$ cat src/rtl/uart_rx_controller.sv
// 8N1 UART receiver: synchronises the serial line, centre-samples each bit and
// presents the received byte with a one-cycle done strobe or a framing-error strobe.
module uart_rx_controller #(
  parameter int CLKS_PER_BIT = 1,
  parameter int SYNC_STAGES  = 2
) (
  input  logic       clk,
  input  logic       reset,
  input  logic       i_rx_data,
  output logic       o_rx_done,
  output logic [7:0] o_rx_data,
  output logic       o_frame_err
);

  localparam int HALF  = (CLKS_PER_BIT - 1) / 2;
  localparam int CNT_W = (CLKS_PER_BIT > 1) ? $clog2(CLKS_PER_BIT) : 1;
  localparam logic [CNT_W-1:0] CNT_LAST  = CNT_W'(CLKS_PER_BIT - 1);
  localparam logic [CNT_W-1:0] HALF_LAST = CNT_W'((HALF > 0) ? HALF - 1 : 0);

  typedef enum logic [1:0] {
    IDLE,
    START,
    DATA,
    STOP
  } state_t;

  state_t                 state_q, state_d;
  logic [CNT_W-1:0]       cnt_q, cnt_d;
  logic [2:0]             bit_idx_q, bit_idx_d;
  logic [7:0]             shift_q, shift_d;
  logic [7:0]             data_q, data_d;
  logic                   done_q, done_d;
  logic                   err_q, err_d;
  logic [SYNC_STAGES-1:0] sync_q;
  logic                   rx_s;

  assign rx_s = sync_q[SYNC_STAGES-1];

  // Synchroniser resets to the idle (high) line level so reset release never fakes a start bit.
  always_ff @(posedge clk or negedge reset) begin
    if (!reset) begin
      sync_q <= '1;
    end else begin
      sync_q[0] <= i_rx_data;
      for (int i = 1; i < SYNC_STAGES; i++) begin
        sync_q[i] <= sync_q[i-1];
      end
    end
  end

  // NOTE: every always_comb output gets a default first so no path leaves it unassigned (no latch).
  always_comb begin
    state_d   = state_q;
    cnt_d     = cnt_q;
    bit_idx_d = bit_idx_q;
    shift_d   = shift_q;
    data_d    = data_q;
    done_d    = 1'b0;
    err_d     = 1'b0;

    case (state_q)
      IDLE: begin
        cnt_d = '0;
        if (!rx_s) begin
          bit_idx_d = '0;
          state_d   = (HALF == 0) ? DATA : START;
        end
      end

      START: begin
        if (cnt_q == HALF_LAST) begin
          cnt_d   = '0;
          state_d = rx_s ? IDLE : DATA;
        end else begin
          cnt_d = cnt_q + 1'b1;
        end
      end

      DATA: begin
        if (cnt_q == CNT_LAST) begin
          cnt_d     = '0;
          shift_d   = {rx_s, shift_q[7:1]};
          bit_idx_d = bit_idx_q + 1'b1;
          if (bit_idx_q == 3'd7) begin
            state_d = STOP;
          end
        end else begin
          cnt_d = cnt_q + 1'b1;
        end
      end

      STOP: begin
        if (cnt_q == CNT_LAST) begin
          cnt_d   = '0;
          state_d = IDLE;
          if (rx_s) begin
            data_d = shift_q;
            done_d = 1'b1;
          end else begin
            err_d = 1'b1;
          end
        end else begin
          cnt_d = cnt_q + 1'b1;
        end
      end

      default: state_d = IDLE;
    endcase
  end

  // NOTE: state registers use non-blocking assignments so every flop samples pre-edge values.
  always_ff @(posedge clk or negedge reset) begin
    if (!reset) begin
      state_q   <= IDLE;
      cnt_q     <= '0;
      bit_idx_q <= '0;
      shift_q   <= '0;
      data_q    <= '0;
      done_q    <= 1'b0;
      err_q     <= 1'b0;
    end else begin
      state_q   <= state_d;
      cnt_q     <= cnt_d;
      bit_idx_q <= bit_idx_d;
      shift_q   <= shift_d;
      data_q    <= data_d;
      done_q    <= done_d;
      err_q     <= err_d;
    end
  end

  assign o_rx_done   = done_q;
  assign o_rx_data   = data_q;
  assign o_frame_err = err_q;

endmodule

$ cat config.mk
export PLATFORM = sky130hd
export DESIGN_NAME = uart_rx_controller
export DESIGN_NICKNAME = d
export VERILOG_FILES = /design/src/rtl/uart_rx_controller.sv
export SDC_FILE = /design/constraint.sdc
export NUM_CORES = 1
export LEC_CHECK = 0
export ABC_CLOCK_PERIOD_IN_PS = 1830
export BUFFER_PORTS_ARGS = -buffer_cell sky130_fd_sc_hd__buf_2
export CAP_MARGIN = 20
export CORE_MARGIN = 5
export CORE_UTILIZATION = 57
export CTS_CLUSTER_SIZE = 30
export DETAILED_ROUTE_END_ITERATION = 7
export PLACE_DENSITY = 0.81
export SYNTH_ARGS = -nofsm -noshare
export SYNTH_HDL_FRONTEND = slang
export SYNTH_SLANG_ARGS = --single-unit
$ cat constraint.sdc
create_clock -name clk -period 1.83 [get_ports clk]
set_input_delay 0.2745 -clock clk [delete_from_list [all_inputs] [get_ports clk]]
set_output_delay 0.2745 -clock clk [all_outputs]
set_load 0.1 [all_outputs]
==> results.cfg, run 1 <==
[drt]
ant_nets = 0
vias_per_cell = 5.37
drc = 0
wire_per_inst_um = 13.3
wl_um = 1410
dr.pass1.iters = 4
drt_iter0_drc = 3
via_count = 569

[min_path]
min_path_type = in2reg

[sta]
maxSlewHeadroom_pct = 65.3
hold_viol_final = 0
finalSetupViolCount = 0
rsz0062_at_grt = false
fin_crit_sh_pct = 75.9
skew_ns = 0.00228
drv_slew = 0
layout_min_cycle_time_ns = 1.39
fmax_ghz = 0.720
setup_tns_ns = 0
tightest_slew_ns = 0.521

[floorplanning]
core_um2 = 1540
rows = 14
floorplan.initialDensity_pct = 61.4
pin_count = 13
die_h_um = 50.7
die_w_um = 50.7
die-area_um2 = 2570

[clock_tree]
numCtsBuffers = 3
clk_latency_ns = 0.31
cts.path.max_buffers = 2
htree_num_levels = 1
clkTransAtPathRegs_ns = 0.12
cts_resized = 0
cts_sinks = 25
cts_root_buffer = clkbuf_4
cts_tree = done

[grt]
grt_pass1_vias = 593
grt_usage_pct = 13.1
antenna_found_initial = 0
grt_max_degree = 26
grt_first_pass_wirelength_um = 2560
overflow = 0

[synthesis]
synth_cells = 75
synthAdderAreaFrac_pct = 2.65
synth_xor_area_share_pct = 0
yosysMostFrequentCell = nand2_1
ys_async_sr_fraction_pct = 100
synth.ff_latch_count = 25
synth_top_flop_cell = dfrtp_1
yosys.area_share.simple_pct = 15.9
ys_warn_count = 0
synth_cell_types = 18
ys_seq_area_share_pct = 66.4
avgSynthCellArea_um2 = 12.6
syn_nets = 80
yosys-top-cells-count = nand2_1 (25), dfrtp_1 (23), mux2_2 (8)
ys_top_cells_by_area = dfrtp_1 (61%), nand2_1 (9.9%), mux2_2 (9.5%)
yosysTopAreaCell = dfrtp_1
synth_compound_area_share_pct = 3.44
synth_edf_count = 0
synth_top_family_by_area = simple AND/OR/NAND/NOR gates
syn_area_um2 = 946
synth_mux_area_share_pct = 9.52
synth_top_area_share_pct = 60.8

[status]
outcome = finished, final reports clean

[finish]
nets = 96
syn_to_final_growth_pct = 10.6
drive_gt1_share_pct = 30.0
diodes = 0

[place]
gp_congestion = 0.725
io_buffers = 12
hpwlAfterDp_um = 1000

[setup_path]
cp_slowest_cell = buf_2
crit_type = reg2out
cp_max_fo = 2
crit_path_max_incr_delay_ns = 0.43
path_delay_family = buffers and inverters
critPathBufInv = 1
cp_cell_sequence = buf_2
required_ns = 1.56
arrival_ns = 1.11
worstSetupStartpointType = register
cp-end-kind = primary output

[run]
maxCapViolCount = 0
## per-layer routing
layer	track usage [%]	up-vias	wire length [um]
met2	21.3	12	660
met1	16.4	281	657
li1	-	274	-
met4	4.68	0	10
met5	0	-	0
met3	3.85	2	84
## path summary, 6_finish.rpt
check,from,end,slack (ns),cells after the start
setup / recovery,o_rx_data[6],o_rx_data[6],0.44,1
hold / removal,i_rx_data,sync_q[0],0.05,1
setup reg to reg,state_q[0],bit_idx_q[1],0.65,2
hold reg to reg,sync_q[0],sync_q[1],0.37,0
max in group asynchronous,reset,sync_q[1],1.01,2
min in group asynchronous,reset,o_rx_data[0],0.46,2
## final cells by class
class	count	area (um^2)
sequential	25	628
inverter	1	3.75
fill	130	495
timing repair buffer	13	70.1
tap	16	20.0
multi-input combinational	47	298
clock buffer	4	26.3
## flip-flops by register name, indices dropped and copies added (netlist names)
register and count:
o_rx_data 8, shift_q 8, bit_idx_q 3, state_q 2
sync_q 2, o_frame_err 1, o_rx_done 1
## through the flow
step	setup slack, ns	hold slack [ns]	instance area [um^2]	instances	utilization, %
5_1_grt	0.403	0.0349	1050	106	67.9
3_5_place_dp	0.667	0.284	1010	101	65.5
2_1_floorplan	0.570	-0.0211	946	75	-
3_3_place_gp	0.688	0.281	1010	101	65.5
4_1_cts	0.437	0.0453	1050	106	67.9
6_report	0.442	0.0474	1050	106	67.9
## kinds of logic after synthesis
family | count (synthesis)
adder cells (fa/ha/maj) | 2
buffers and inverters | 3
AO/OA/AOI/OAI | 5
multiplexers | 8
AND/OR/NAND/NOR | 32
flip-flops | 25
## placed cells by master (no fill, tap or decap)
cell type,count
nor2b_2,1
ha_1,2
clkbuf_4,3
dlygate4sd3_1,1
a21oi_1,1
clkbuf_1,1
inv_1,1
nor2_1,1
mux2_2,8
and2_1,1
o21ai_0,2
nand3_4,1
and2b_1,1
dfrtp_1,23
nand2b_1,1
a22o_1,2
nand2_1,25
or2_1,1
dfstp_2,2
buf_2,12
## what timing repair did
item                                   in CTS  in global routing
buffers inserted                            0                  0
hold buffers                                1                  0
endpoints found under the hold margin      23                  0
Power of run 1 is left out: the tool's default activity adds up to more than one toggle a clock period on the data nets, which glitch-free logic cannot reach.
==> run 2: changes to the inputs <==
Settings changed: ABC_CLOCK_PERIOD_IN_PS 1830 to 1270, CORE_UTILIZATION 57 to 48, PLACE_DENSITY 0.81 to 0.73.
Clock period 1.83 ns to 1.27 ns, I/O delays scaled along.
==> results.cfg, run 2 (synthesized netlist as in run 1, its figures left out) <==
[grt]
grt_first_pass_wirelength_um = 2630
overflow = 0
antenna_found_initial = 0
grt_usage_pct = 12.7
grt_pass1_vias = 593
grt_max_degree = 26

[drt]
wl_um = 1450
drc = 0
ant_nets = 0
wire_per_inst_um = 12.3
dr.pass1.iters = 2
via_count = 563
vias_per_cell = 4.77
drt_iter0_drc = 4

[place]
post-place-cells = 112
io_buffers = 12
gp_congestion = 0.721
hpwlAfterDp_um = 1010
post_dp_cell_area_um2 = 1050

[clock_tree]
cts.path.max_buffers = 2
numCtsBuffers = 3
cts_sinks = 25
cts_tree = done
cts_setup_buffers = 0
clk_latency_ns = 0.30
clkTransAtPathRegs_ns = 0.12
cts_root_buffer = clkbuf_4
htree_num_levels = 1

[setup_path]
arrival_ns = 1.39
crit_type = reg2reg
cp_max_fo = 3
cp-end-kind = register
worstSetupStartpointType = register
required_ns = 1.48

[status]
outcome = finished, final reports clean

[finish]
diodes = 0
final_cells = 118
layout_commonest_cell = nand2_1
final_cell_mix = nand2_1 (25), dfrtp_1 (23), mux2_2 (8)
drive_gt1_share_pct = 30.8
fin_area_um2 = 1120
nets = 97
syn_to_final_growth_pct = 18.5
n_fill_cell = 172
final_util_pct = 58.3

[sta]
setup_tns_ns = 0
fmax_ghz = 0.846
layout_min_cycle_time_ns = 1.18
rsz0062_at_grt = false
hold_viol_final = 0
finalSetupViolCount = 0
fin_crit_sh_pct = 93.0
maxSlewHeadroom_pct = 64.1
skew_ns = 0.00161
drv_slew = 0
tightest_slew_ns = 0.539

[floorplanning]
rows = 16
die_w_um = 54.4
pin_count = 13
floorplan.initialDensity_pct = 49.2
core_um2 = 1920
die-area_um2 = 2960
die_h_um = 54.4

[min_path]
min_path_type = reg2reg

[run]
maxCapViolCount = 0
-- run 2: cell count changes in the layout (fill, tap and decap cells not counted) --
| cell | delta |
|---|---|
| clkbuf_4 | +1 |
| and2b_1 | -1 |
| buf_4 | +7 |
| buf_12 | +2 |
| dlygate4sd3_1 | +1 |
| buf_2 | -10 |
| and2b_2 | +1 |
-- run 2: critical path, cell delays in order (launching register included) --
cell and delay [ns]:
dfrtp_1 0.41, ha_1 0.21, ha_1 0.27, a22o_1 0.20
-- run 2: area by class of cell --
class                           count  area (um^2)  area share (%)
Clock buffer                        4         26.3            2.34
Sequential cell                    25          628            56.0
Tap cell                           27         33.8            3.01
Multi-Input combinational cell     47          299            26.7
Inverter                            1         3.75           0.335
Timing Repair Buffer               14          130            11.6
-- run 2: path summary, 6_finish.rpt --
check,from,slack [ns],end,cells after the start
max,bit_idx_q[0],0.09,bit_idx_q[2],3
min,sync_q[0],0.37,sync_q[1],0
max reg2reg,bit_idx_q[0],0.09,bit_idx_q[2],3
min reg2reg,sync_q[0],0.37,sync_q[1],0
max in group asynchronous,reset,0.52,sync_q[0],2
min in group asynchronous,reset,0.38,o_rx_data[1],2
-- run 2: layer usage --
metal	vias up	GRT usage (%)	wire, um
met1	278	15.9	636
met5	-	0	0
met4	0	7.47	0
li1	276	-	-
met2	9	20.3	759
met3	0	2.45	52
-- run 2: what timing repair did --
| action | in CTS | in global routing |
|---|---|---|
| gates cloned | 0 | 0 |
| hold endpoints to repair | 24 | 0 |
| hold buffers | 2 | 0 |
| setup endpoints to repair | 7 | 5 |
| resized for setup | 7 | 2 |
-- run 2: per-stage QoR --
stage | setup WS (ns) | hold WS, ns
detailed placement | 0.108 | 0.199
finish | 0.0886 | 0.371
CTS | 0.00142 | 0.370
global route | 0.00125 | 0.358
global placement | 0.123 | 0.196
floorplan | 0.0105 | -0.105
Power of run 2 is left out for the same reason.
==> run 3: changes to the inputs <==
Settings changed: CORE_ASPECT_RATIO set to 1.1, PLACE_DENSITY 0.73 to 0.67.
==> results.cfg, run 3 (synthesized netlist as in run 1, its figures left out) <==
[status]
outcome = finished, final reports clean

[setup_path]
worstSetupStartpointType = register
crit_start = bit_idx_q[0]
arrival_ns = 1.38
r2r_end = bit_idx_q[2]
r2r_slack_ns = 0.10
cp_max_fo = 3
crit_type = reg2reg
rr_startpoint = bit_idx_q[0]
cp-end-kind = register
ff2ff_path_depth = 3
required_ns = 1.48
crit_end = bit_idx_q[2]

[clock_tree]
clk_latency_ns = 0.30
cts_root_buffer = clkbuf_4
numCtsBuffers = 3
cts_sinks = 25
cts_setup_buffers = 0
cts_tree = done
htree_num_levels = 1
clkTransAtPathRegs_ns = 0.12
cts.path.max_buffers = 2

[finish]
multi_input_area_um2 = 298
n_fill_cell = 133
nets = 98
diodes = 0
area.sequential_um2 = 628
drive_gt1_share_pct = 30.4
layout_commonest_cell = nand2_1
syn_to_final_growth_pct = 23.1
final_cell_mix = nand2_1 (25), dfrtp_1 (23), mux2_2 (8)

[floorplanning]
die_w_um = 52.3
core_um2 = 1820
rows = 16
die_h_um = 56.6
pin_count = 13
floorplan.initialDensity_pct = 51.9
die-area_um2 = 2960

[grt]
grt_pass1_vias = 611
antenna_found_initial = 0
grt_max_degree = 26
overflow = 0
grt_first_pass_wirelength_um = 2570
grt_usage_pct = 11.6

[drt]
wire_per_inst_um = 12.0
wl_um = 1430
dr.pass1.iters = 4
ant_nets = 0
drc = 0
via_count = 570
vias_per_cell = 4.79
drt_iter0_drc = 9

[sta]
fmax_ghz = 0.857
layout_min_cycle_time_ns = 1.17
hold_viol_final = 0
fin_crit_sh_pct = 91.9
skew_ns = 0.00113
rsz0062_at_grt = false
finalSetupViolCount = 0
maxSlewHeadroom_pct = 64.7
tightest_slew_ns = 0.529
drv_slew = 0
setup_tns_ns = 0

[min_path]
min_path_type = reg2reg
hold_start = sync_q[0]

[place]
io_buffers = 12
gp_congestion = 0.706
hpwlAfterDp_um = 1020

[run]
maxCapViolCount = 0
[run 3: cell count changes in the layout (fill, tap and decap cells not counted), sizes merged]
cell / previous run / this run
buf: 11 / 12
[run 3: what timing repair did]
action / 4_1_cts / 5_1_grt
pin swaps: 0 / 0
setup endpoints to repair: 4 / 1
hold buffers: 2 / 0
resized for setup: 4 / 1
endpoints found under the hold margin: 24 / 0
[run 3: stage by stage]
step                      cell area, um^2  util (%)  hold WS (ns)  setup slack [ns]  cells
after global routing                 1160      63.9         0.374            0.0565    119
after detailed placement             1110      60.7         0.201             0.109    113
after CTS                            1160      63.8         0.370           0.00678    119
after floorplan                       946         -        -0.105            0.0105     75
final                                1160      63.9         0.368             0.103    119
after global placement               1110      60.7         0.200             0.132    113
[run 3: final cells by class]
class                           count  share of cell area, %
Sequential cell                    25                   53.9
Timing Repair Buffer               15                   15.0
Clock buffer                        4                   2.26
Multi-Input combinational cell     47                   25.6
Tap cell                           27                   2.90
Inverter                            1                  0.322
[run 3: worst min-delay path by stage]
stage	end	cells past startpoint
final	sync_q[1]	0
after global routing	sync_q[1]	0
after CTS	sync_q[1]	0
after detailed placement	o_frame_err	1
after global placement	o_rx_data[0]	1
after floorplan	bit_idx_q[0]	0
[run 3: worst max-delay path, cell delays in order (launching register included)]
cell and delay (ns):
dfrtp_1 0.41, ha_1 0.20, ha_1 0.27, a22o_1 0.19
[run 3: metal layers]
layer,up-vias,track usage (%),routed length [um]
met5,-,0,0
li1,275,-,-
met2,12,17.9,680
met4,0,5.47,10
met1,281,14.7,664
met3,2,3.17,77
Power of run 3 is left out for the same reason.
